`src/rtl/alu_issue_stage.sv`:
```
// RV32I issue stage for OP, OP-IMM, LUI and AUIPC: decodes operands/opcode and presents
// a registered ALU command behind a valid/ready handshake with a one-entry skid buffer.
module alu_issue_stage #(
    parameter int XLEN     = 32,
    parameter int ALU_OP_W = 4
) (
    input  logic                i_clk,
    input  logic                i_rst_n,
    input  logic                i_valid,
    output logic                o_ready,
    input  logic [31:0]         i_instr,
    input  logic [XLEN-1:0]     i_pc,
    input  logic [XLEN-1:0]     i_rs1_data,
    input  logic [XLEN-1:0]     i_rs2_data,
    output logic                o_valid,
    input  logic                i_ready,
    output logic [XLEN-1:0]     o_op1,
    output logic [XLEN-1:0]     o_op2,
    output logic [ALU_OP_W-1:0] o_alu_op,
    output logic [4:0]          o_rd,
    output logic                o_rd_we,
    output logic                o_illegal
);

    localparam logic [6:0] OPC_OP     = 7'b0110011;
    localparam logic [6:0] OPC_OP_IMM = 7'b0010011;
    localparam logic [6:0] OPC_LUI    = 7'b0110111;
    localparam logic [6:0] OPC_AUIPC  = 7'b0010111;

    localparam logic [6:0] F7_BASE = 7'b0000000;
    localparam logic [6:0] F7_ALT  = 7'b0100000;

    localparam logic [ALU_OP_W-1:0] ALU_ADD = ALU_OP_W'(4'b0000);
    localparam logic [ALU_OP_W-1:0] ALU_SRL = ALU_OP_W'(4'b0101);
    localparam logic [ALU_OP_W-1:0] ALU_SUB = ALU_OP_W'(4'b1000);
    localparam logic [ALU_OP_W-1:0] ALU_SRA = ALU_OP_W'(4'b1010);

    typedef struct packed {
        logic [XLEN-1:0]     op1;
        logic [XLEN-1:0]     op2;
        logic [ALU_OP_W-1:0] alu_op;
        logic [4:0]          rd;
        logic                rd_we;
        logic                illegal;
    } cmd_t;

    logic [6:0]      opcode;
    logic [2:0]      funct3;
    logic [6:0]      funct7;
    logic [XLEN-1:0] imm_i;
    logic [XLEN-1:0] imm_u;
    logic [XLEN-1:0] shamt;
    logic            dec_ill;
    cmd_t            dec_cmd;

    cmd_t out_q, out_d;
    cmd_t skid_q, skid_d;
    logic out_vld_q, out_vld_d;
    logic skid_full_q, skid_full_d;
    logic up_xfer;
    logic out_free;

    assign opcode = i_instr[6:0];
    assign funct3 = i_instr[14:12];
    assign funct7 = i_instr[31:25];
    assign imm_i  = {{(XLEN-12){i_instr[31]}}, i_instr[31:20]};
    assign imm_u  = {{(XLEN-31){i_instr[31]}}, i_instr[30:12], 12'b0};
    assign shamt  = {{(XLEN-5){1'b0}}, i_instr[24:20]};

    // funct3 doubles as the low three alu_op bits for every non-alternate operation
    always_comb begin
        dec_cmd        = '0;
        dec_cmd.alu_op = ALU_ADD;
        dec_cmd.rd     = i_instr[11:7];
        dec_ill        = 1'b0;
        case (opcode)
            OPC_OP: begin
                dec_cmd.op1 = i_rs1_data;
                dec_cmd.op2 = i_rs2_data;
                if (funct7 == F7_BASE) begin
                    dec_cmd.alu_op = ALU_OP_W'({1'b0, funct3});
                end else if (funct7 == F7_ALT && funct3 == 3'b000) begin
                    dec_cmd.alu_op = ALU_SUB;
                end else if (funct7 == F7_ALT && funct3 == 3'b101) begin
                    dec_cmd.alu_op = ALU_SRA;
                end else begin
                    dec_ill = 1'b1;
                end
            end
            OPC_OP_IMM: begin
                dec_cmd.op1    = i_rs1_data;
                dec_cmd.op2    = imm_i;
                dec_cmd.alu_op = ALU_OP_W'({1'b0, funct3});
                if (funct3 == 3'b001) begin
                    dec_cmd.op2 = shamt;
                    dec_ill     = (funct7 != F7_BASE);
                end else if (funct3 == 3'b101) begin
                    dec_cmd.op2 = shamt;
                    if (funct7 == F7_BASE) begin
                        dec_cmd.alu_op = ALU_SRL;
                    end else if (funct7 == F7_ALT) begin
                        dec_cmd.alu_op = ALU_SRA;
                    end else begin
                        dec_ill = 1'b1;
                    end
                end
            end
            OPC_LUI: begin
                dec_cmd.op2 = imm_u;
            end
            OPC_AUIPC: begin
                dec_cmd.op1 = i_pc;
                dec_cmd.op2 = imm_u;
            end
            default: dec_ill = 1'b1;
        endcase
        if (dec_ill) begin
            dec_cmd.op1    = '0;
            dec_cmd.op2    = '0;
            dec_cmd.alu_op = ALU_ADD;
        end
        dec_cmd.illegal = dec_ill;
        dec_cmd.rd_we   = !dec_ill && (i_instr[11:7] != 5'd0);
    end

    assign up_xfer  = i_valid && o_ready;
    assign out_free = !out_vld_q || i_ready;

    // Skid entry drains first; while it is full o_ready is low, so no upstream transfer competes
    always_comb begin
        out_d       = out_q;
        skid_d      = skid_q;
        out_vld_d   = out_vld_q;
        skid_full_d = skid_full_q;
        if (skid_full_q && i_ready) begin
            out_d       = skid_q;
            out_vld_d   = 1'b1;
            skid_full_d = 1'b0;
        end else if (up_xfer && out_free) begin
            out_d     = dec_cmd;
            out_vld_d = 1'b1;
        end else if (up_xfer) begin
            skid_d      = dec_cmd;
            skid_full_d = 1'b1;
        end else if (i_ready) begin
            out_vld_d = 1'b0;
        end
    end

    always_ff @(posedge i_clk or negedge i_rst_n) begin
        if (!i_rst_n) begin
            out_q       <= '0;
            skid_q      <= '0;
            out_vld_q   <= 1'b0;
            skid_full_q <= 1'b0;
        end else begin
            out_q       <= out_d;
            skid_q      <= skid_d;
            out_vld_q   <= out_vld_d;
            skid_full_q <= skid_full_d;
        end
    end

    assign o_ready   = !skid_full_q;
    assign o_valid   = out_vld_q;
    assign o_op1     = out_q.op1;
    assign o_op2     = out_q.op2;
    assign o_alu_op  = out_q.alu_op;
    assign o_rd      = out_q.rd;
    assign o_rd_we   = out_q.rd_we;
    assign o_illegal = out_q.illegal;

endmodule

```
`config.mk`:
```
export PLATFORM = sky130hd
export DESIGN_NAME = alu_issue_stage
export DESIGN_NICKNAME = d
export VERILOG_FILES = /design/src/rtl/alu_issue_stage.sv
export SDC_FILE = /design/constraint.sdc
export NUM_CORES = 1
export LEC_CHECK = 0
export ABC_AREA = 1
export BUFFER_PORTS_ARGS = -buffer_cell sky130_fd_sc_hd__buf_2
export CAP_MARGIN = 20
export CORE_MARGIN = 1.5
export CORE_UTILIZATION = 40
export CTS_CLUSTER_DIAMETER = 60
export DETAILED_ROUTE_END_ITERATION = 8
export PLACE_DENSITY = 0.68
export SLEW_MARGIN = 20
export SYNTH_ARGS = -nofsm -noshare
export SYNTH_HDL_FRONTEND = slang
export SYNTH_SLANG_ARGS = --single-unit
```
`constraint.sdc`:
```
create_clock -name i_clk -period 1.8 [get_ports i_clk]
set_clock_uncertainty 0.15 [all_clocks]
set_input_delay 0.09 -clock i_clk [delete_from_list [all_inputs] [get_ports i_clk]]
set_output_delay 0.09 -clock i_clk [all_outputs]
set_load 0.02 [all_outputs]
```
# Word-level counts from Yosys, hierarchy flattened
# Cells that the tools add are included.
# totals
regBits	152
input_bits	132
out_inout_bits	77
# classes
eq_ne	9
n_mux	29
n_bitwise	2
n_reduce_logical	22
# ops
op	n
2-to-1 mux 75 bit	2
case mux 32 bit (3 select lines)	1
2-to-1 mux 68 bit	1
case mux 32 bit (2 select lines)	1
2-to-1 mux 36 bit	1
2-to-1 mux 32 bit	1
2-to-1 mux 4 bit	6
equality test 7 x 6 -> 1 bit (second input constant)	3
equality test 7 x 5 -> 1 bit (second input constant)	2
2-to-1 mux 1 bit	14
case mux 4 bit (2 select lines)	1
zero test 7 bit	1
nonzero test 7 bit	1
logical AND 1 bit	6
nonzero test 5 bit	1
AND reduction 2 bit	2
nonzero test 2 bit	2
OR reduction 2 bit	2
equality test 3 x 1 -> 1 bit (second input constant)	1
equality test 3 bit (second input constant)	1
zero test 1 bit	3
zero test 3 bit	1
inequality test 3 x 1 -> 1 bit (second input constant)	1
case mux 1 bit (3 select lines)	1
5 further kinds	6

# Depth between registers and ports, before layout
# Gate-level depths: netlist (run 1).
# logic_depth
depth_word	10
depth_mapped	10

# Worst setup path before layout (run 1)
# OpenSTA, ideal clock, no wires.
# synth_timing
path_kind	register to register
from	register out_vld_q (netlist: o_valid)
to	register skid_q[15] (netlist name)
setup_time_ns	0.066
arrival_ns	1.497
required_ns	1.584
slack_ns	0.087
stages_incl_launch_ff	8
n_path_buf	1
period_less_slack_ns	1.713
cell_sequence	dfrtp_1 nand2_1 nand2_1 nand2_1 inv_2 buf_1 nand4_1 nand2_1
# synth_via
elab_chain_cells	5
# synth_rtl
element	line	source
start, declared	58	logic out_vld_q, out_vld_d;
start signal, assigned	159	out_vld_q <= out_vld_d;
zero test 1 bit	127	assign out_free = !out_vld_q || i_ready;
logical OR 1 bit	127	
logical AND 1 bit	139	end else if (up_xfer && out_free) begin
NOT 1 bit (no line)	n/a	
AND reduction 3 bit (no line)	n/a	
end signal, assigned	158	skid_q <= skid_d;
end, declared	57	cmd_t skid_q, skid_d;
# No other way between the ends.
# A chain may end at the register's enable or synchronous reset.

# Worst setup path after layout (run 1)
# layout_timing
from	input i_instr[29]
to	register skid_q[54] (netlist name)
# layout_via
elab_chain_cells	7
word_cells_on_any_way	14
classes_between	eq/ne (1); mux (9); reduce/logical (4)
# layout_rtl
element	line	source
start, declared	11	input logic [31:0] i_instr,
equality test 7 x 6 -> 1 bit	82, 84, 101	
2-to-1 mux 1 bit or logical AND 1 bit (tied branches)	101, 84	
2-to-1 mux 1 bit (on tied branches)	99, 84	
2-to-1 mux 1 bit (on tied branches)	97, 82	
2-to-1 mux 1 bit (on tied branches)	94, 80	
case mux 1 bit (3 select lines) *	76	case (opcode)
2-to-1 mux 68 bit *	117	if (dec_ill) begin
# Every way passes the cells marked *; elsewhere a longest branch is shown, timed or not.

==> out/metrics.cfg, run 1 <==
[drt]
drtPass1Iterations = 5
drc_errors = 0
totalWireLength_um = 27160
vias = 8688
vias_per_cell = 5.340
antenna_left = 0
wl_per_cell_um = 16.69
first_iter_violations = 710

[layout]
fin_util_pct = 58.96
mostFrequentLayoutCells = 368 x nand2_1, 207 x buf_2, 152 x dfrtp_1
syn2layout_area_growth_pct = 43.49
n_fill_cell = 1771
drive_gt1_share_pct = 22.44
final_common_cell = nand2_1
final_nets = 1478

[critical_path]
end_kind = flip-flop
startpoint_type = input pin
regToRegEndpoint = o_op2[20]
path_class = input pin to flip-flop
reg2reg_from = skid_full_q
cp.arrival_ps = 1910
required_ps = 2010
reg2reg_slack_ps = 100
crit_path_end = skid_q[54]
crit_fanout = 24
reg2regPathDepth = 8
cp-startpoint = i_instr[29]

[sta]
tightest_slew_ps = 405.0
setup_tns_ps = 0
max_slew_margin_pct = 73.00
max_freq_mhz = 586.3
min_period_over_period_pct = 94.76
fin_crit_ps = 1706
slew_violations = 0
hold_viol = 6
setup_viol = 0
hold_ws_ps = -3.904

[power]
ir_drop_v = 0.0007278
p_clk_share_pct = 37.4
powerDensity_nw_per_um2 = 839.3
p_leak_nw = 6.439
p_int_mw = 6.523
swShare_pct = 32.94
p_comb_share_pct = 24.6
switching_power_mw = 3.203
p_seq_share_pct = 38.0

[place]
dp_hpwl_um = 15880
io_buffers = 208
globalplace.congestion = 0.8730

[logic_synthesis]
syn_nets = 1171
synth_edf_count = 0
synth_seq_area_share_pct = 47.10
synth_cells = 1039
ys_ff_latch = 152
netlist-cell-type-count = 25
async_flop_share_pct = 100.0
syn_avg_cell_area_um2 = 7.773
yosysWarnings = 0
netlist_area_um2 = 8076
synth-main-ff-cell = dfrtp_1

[die]
dieArea_um2 = 21050
fp.dieW_um = 145.1
die_h_um = 145.1
pin_count = 209
initial_core_util_pct = 41.09
fp-row-count = 51
core-area_um2 = 19650

[clocking]
cts_root_buf = clkbuf_16
clock_path_buffers = 2
worst_skew_pair.late_latency_ps = 430
clock-sinks = 152
cts_buffers = 17
cts_tree = done
path_clk_slew_ps = 60
cts_max_level = 4

[grt]
overflow = 0
track_usage_pct = 24.93
first_global_vias = 8312
grt_pass1_wl_um = 42640
grt_max_degree = 64
antenna_found_initial = 4

[worst_hold_path]
hold_path_class = input pin to asynchronous set/reset pin

[outcome]
status = finished with violations
failed_checks = hold timing

[run]
maxCapViolCount = 0

==> power by group through the flow <==
stage                     combinational [mW]  clock (mW)  sequential, mW
after floorplan                         1.03           0            3.86
after global placement                  2.20           0            3.74
after detailed placement                2.22           0            3.75
after CTS                               2.36        3.68            3.69
after global routing                    2.56        3.85            3.71
final                                   2.40        3.64            3.69
==> stage by stage <==
| stage | setup slack, ps | hold slack [ps] | cell area [um2] | total power, mW | cells |
|---|---|---|---|---|---|
| 2_1_floorplan | 87.17 | -355.6 | 8077 | 4.886 | 1039 |
| 3_3_place_gp | 129.8 | -119.3 | 9641 | 5.944 | 1465 |
| 3_5_place_dp | 78.63 | -118.1 | 9641 | 5.971 | 1465 |
| 4_1_cts | 10.22 | 9.610 | 11430 | 9.727 | 1616 |
| 5_1_grt | -9.451 | 31.70 | 11590 | 10.11 | 1626 |
| 6_report | 94.41 | -3.904 | 11590 | 9.726 | 1627 |
==> layout make-up <==
type / instances / area, um2 / share of cell area (%)
Sequential cell: 152 / 3804 / 32.82
Clock inverter: 12 / 140.1 / 1.209
Clock buffer: 20 / 456.7 / 3.941
Tap cell: 265 / 331.6 / 2.861
Multi-Input combinational cell: 708 / 3571 / 30.81
Timing Repair Buffer: 372 / 2922 / 25.21
Inverter: 95 / 356.6 / 3.077
Antenna cell: 3 / 7.507 / 0.06478
==> worst min-delay path by stage <==
stage,from,slack (ps),endpoint,cells past startpoint
2_1_floorplan,i_rst_n,-360,o_alu_op[0],0
3_3_place_gp,i_rst_n,-120,skid_q[3],1
3_5_place_dp,i_rst_n,-120,o_rd[1],1
4_1_cts,i_rst_n,10,o_rd[2],2
5_1_grt,i_rst_n,30,o_rd[2],2
6_report,i_rst_n,-4,o_rd[1],2
==> registers in the layout, indices dropped and copies added (netlist names) <==
| register | count |
|---|---|
| skid_q | 75 |
| o_op1 | 32 |
| o_op2 | 32 |
| o_rd | 5 |
| o_alu_op | 4 |
| o_illegal | 1 |
| o_rd_we | 1 |
| o_valid | 1 |
| skid_full_q | 1 |
==> layer usage <==
layer	track usage, %	part of all wire [%]	vias up	routed length (um)
met2	40.38	48	356	13030
li1	-	-	4130	-
met5	0	0.048	-	13
met3	4.340	6.1	47	1645
met1	33.75	44	4153	11920
met4	8.367	2.0	2	555
==> worst max-delay path: stages <==
cell and delay, ps:
dlygate4sd3_1 530, buf_2 150, inv_1 90, nand2_1 70, nor2_2 140, nor2_1 100, a21oi_4 180, buf_4 160
clkbuf_16 200, nand4_1 100, nand2_1 90
==> kinds of logic (layout without fill, tap and decap cells) <==
kind of cell | Yosys count | in the layout | share of synthesized area [%]
AO/OA/AOI/OAI | 89 | 89 | 9.016
buffers and inverters | 179 | 499 | 9.295
flip-flops | 152 | 152 | 47.10
other | 0 | 3 | 0
AND/OR/NAND/NOR | 619 | 619 | 34.59
==> cells in the mapped netlist (2+ instances only) <==
cell | count | area share, %
inv_1 | 91 | 4.2
nor2_2 | 3 | 0.23
clkbuf_1 | 47 | 2.2
inv_2 | 3 | 0.14
dfrtp_1 | 152 | 47
a22o_1 | 68 | 7.4
nor3_1 | 2 | 0.12
o211ai_1 | 5 | 0.46
nand4_1 | 134 | 10
nand3_1 | 84 | 5.2
nand2_1 | 373 | 17
nor2_1 | 20 | 0.93
buf_2 | 24 | 1.5
buf_6 | 6 | 0.84
o21ai_0 | 12 | 0.74
buf_1 | 6 | 0.28
==> repair_timing <==
item / 4_1_cts / 5_1_grt
buffers inserted: 0 / 4
gates resized for setup: 0 / 7
setup endpoints to repair: 0 / 131
endpoints found under the hold margin: 297 / 0
hold buffers: 119 / 0
(Power assumes the default switching activity.)
==> run 2, diff against run 1 <==
CTS_CLUSTER_DIAMETER = default   (was 60)
HOLD_SLACK_MARGIN = 0.05   (was default)
==> run 2 against run 1 <==
The flow now finishes without violations. Clock power hardly changed. Critical endpoint is now o_op2[20]. Sequential share of layout area is 0.13 points lower. Die area stayed put. Hold slack better by 68 ps. Critical path type is now flip-flop to flip-flop. Combinational power hardly changed. Flip-flop and latch count stayed put. Critical path depth is 3 lower.
==> out/metrics.cfg, run 2 (same netlist as run 1, synthesis figures left out) <==
[outcome]
status = finished clean

[sta]
hold_ws_ps = 63.71  ; +67.61 ps
max_freq_mhz = 592.2  ; +1.0%
min_period_over_period_pct = 93.80  ; -0.95 points
setup_viol = 0  ; unchanged
fin_crit_ps = 1688  ; -17.11 ps
slew_violations = 0  ; unchanged
setup_tns_ps = 0  ; unchanged
hold_viol = 0  ; -6
max_slew_margin_pct = 72.91  ; -0.090 points
tightest_slew_ps = 406.3  ; +1.354 ps

[clocking]
clock-sinks = 152  ; unchanged
cts_max_level = 4  ; unchanged
worst_skew_pair.late_latency_ps = 430  ; about the same
clock_path_buffers = 2  ; unchanged
path_clk_slew_ps = 70  ; about the same
cts_buffers = 17  ; unchanged
cts_tree = done
cts_root_buf = clkbuf_16

[layout]
n_fill_cell = 1768  ; -0.17%
stdcell_area_um2 = 11640  ; +0.41%
final_nets = 1487  ; +0.61%
drive_gt1_share_pct = 22.08  ; -0.37 points
syn2layout_area_growth_pct = 44.07
top_register = skid_q
final_common_cell = nand2_1
mostFrequentLayoutCells = 369 x nand2_1, 207 x buf_2, 152 x dfrtp_1
layoutNonFillerInstCount = 1636  ; +0.55%
largest_register_ffs = 75  ; unchanged

[critical_path]
reg2reg_slack_ps = 110  ; about the same
path_common_cell = nand2_1
reg2reg_from = skid_full_q
cp_top_family = simple AND/OR/NAND/NOR gates
end_kind = flip-flop
path_class = flip-flop to flip-flop
required_ps = 1970  ; -40 ps
cp.arrival_ps = 1850  ; -60 ps
regToRegEndpoint = o_op2[20]
max_stage_delay_ps = 390  ; -140 ps
reg2regPathDepth = 8  ; unchanged
crit_slowest_cell = dfrtp_1
critPathBufInv = 3  ; -2
crit_chain = nor2_1, nand2_2, nand2_1, inv_2, buf_12, a22o_1, inv_1, nand2_1
startpoint_type = flip-flop
crit_fanout = 23  ; -4.2%

[drt]
wl_per_cell_um = 16.50  ; -1.2%
drc_errors = 0  ; unchanged
vias = 8707  ; +0.22%
vias_per_cell = 5.322  ; -0.33%
first_iter_violations = 647  ; -8.9%
totalWireLength_um = 26990  ; -0.62%
drtPass1Iterations = 8  ; +3
antenna_left = 0  ; unchanged

[place]
globalplace.congestion = 0.8730  ; unchanged
dp_hpwl_um = 15880  ; unchanged
io_buffers = 208  ; unchanged
placed_cells = 1465  ; unchanged
place_area_um2 = 9641  ; unchanged

[grt]
track_usage_pct = 25.14  ; +0.22 points
grt_pass1_wl_um = 43040  ; +0.92%
antenna_found_initial = 4  ; unchanged
first_global_vias = 8403  ; +1.1%
grt_max_degree = 64  ; unchanged
overflow = 0  ; unchanged

[die]
dieArea_um2 = 21050  ; unchanged
core-area_um2 = 19650  ; unchanged
die_h_um = 145.1  ; unchanged
fp.dieW_um = 145.1  ; unchanged
fp-row-count = 51  ; unchanged
initial_core_util_pct = 41.09  ; unchanged
pin_count = 209  ; unchanged

[worst_hold_path]
hold_depth = 5
hold_path_class = input pin to flip-flop
min-delay-start = i_instr[25]
worstHoldEndpoint = o_op2[25]

[power]
p_leak_nw = 6.481  ; +0.66%
powerDensity_nw_per_um2 = 838.1  ; -0.14%
ir_drop_v = 0.0007369  ; +1.3%
power_mw = 9.752  ; +0.27%

[run]
maxCapViolCount = 0  ; unchanged

run 2: changes by cell type in the layout (fill, tap and decap cells not counted), sizes merged:
cell / change
clkbuf: -2
dlygate4sd3: +11
run 2: power by group:
group	internal, mW	switching [mW]	total [mW]
Clock	2.13	1.52	3.65
Sequential	3.60	0.0936	3.69
Combinational	0.797	1.61	2.41
run 2: through the flow:
stage,utilization (%),setup WS [ps]
floorplan,-,87.17
global placement,49.05,129.8
detailed placement,49.05,78.63
CTS,58.66,10.22
global route,59.19,-9.452
finish,59.21,111.5
run 2: area by class of cell:
type / count / area [um2] / area share (%)
Clock buffer: 20 / 456.7 / 3.925
Antenna cell: 3 / 7.507 / 0.06452
Tap cell: 265 / 331.6 / 2.849
Timing Repair Buffer: 381 / 2982 / 25.62
Clock inverter: 12 / 140.1 / 1.204
Sequential cell: 152 / 3804 / 32.69
Multi-Input combinational cell: 708 / 3558 / 30.58
Inverter: 95 / 356.6 / 3.065
run 2: layer usage:
layer / vias up / routed length, um / track usage, % / share of wire, %
li1: 4143 / - / - / -
met5: - / 13 / 0 / 0.048
met1: 4109 / 11810 / 34.11 / 44
met3: 46 / 1885 / 4.308 / 7.0
met4: 2 / 524 / 8.367 / 1.9
met2: 407 / 12750 / 40.74 / 47
run 2: worst max-delay path by stage:
stage,from,to,slack (ps),cells past startpoint
final,skid_full_q,o_op2[20],110,8
after detailed placement,skid_full_q,o_op2[29],80,8
after floorplan,o_valid,skid_q[15],90,7
after CTS,i_instr[29],skid_q[51],10,10
after global routing,skid_full_q,o_op2[25],-9,8
after global placement,skid_full_q,o_op1[16],130,8
run 2: worst register-to-register path: cells and delay by family (launching register included):
kind                   cells  cell delay (ps)
AOI/OAI and AO/OA          1              200
and+or+nand+nor            4              490
buffers and inverters      3              350
DFF                        1              390
run 2: repair_timing:
item	CTS	global route
gates resized for setup	0	4
hold buffers	129	1
setup endpoints to repair	0	131
buffers inserted	0	4
hold endpoints to repair	297	1
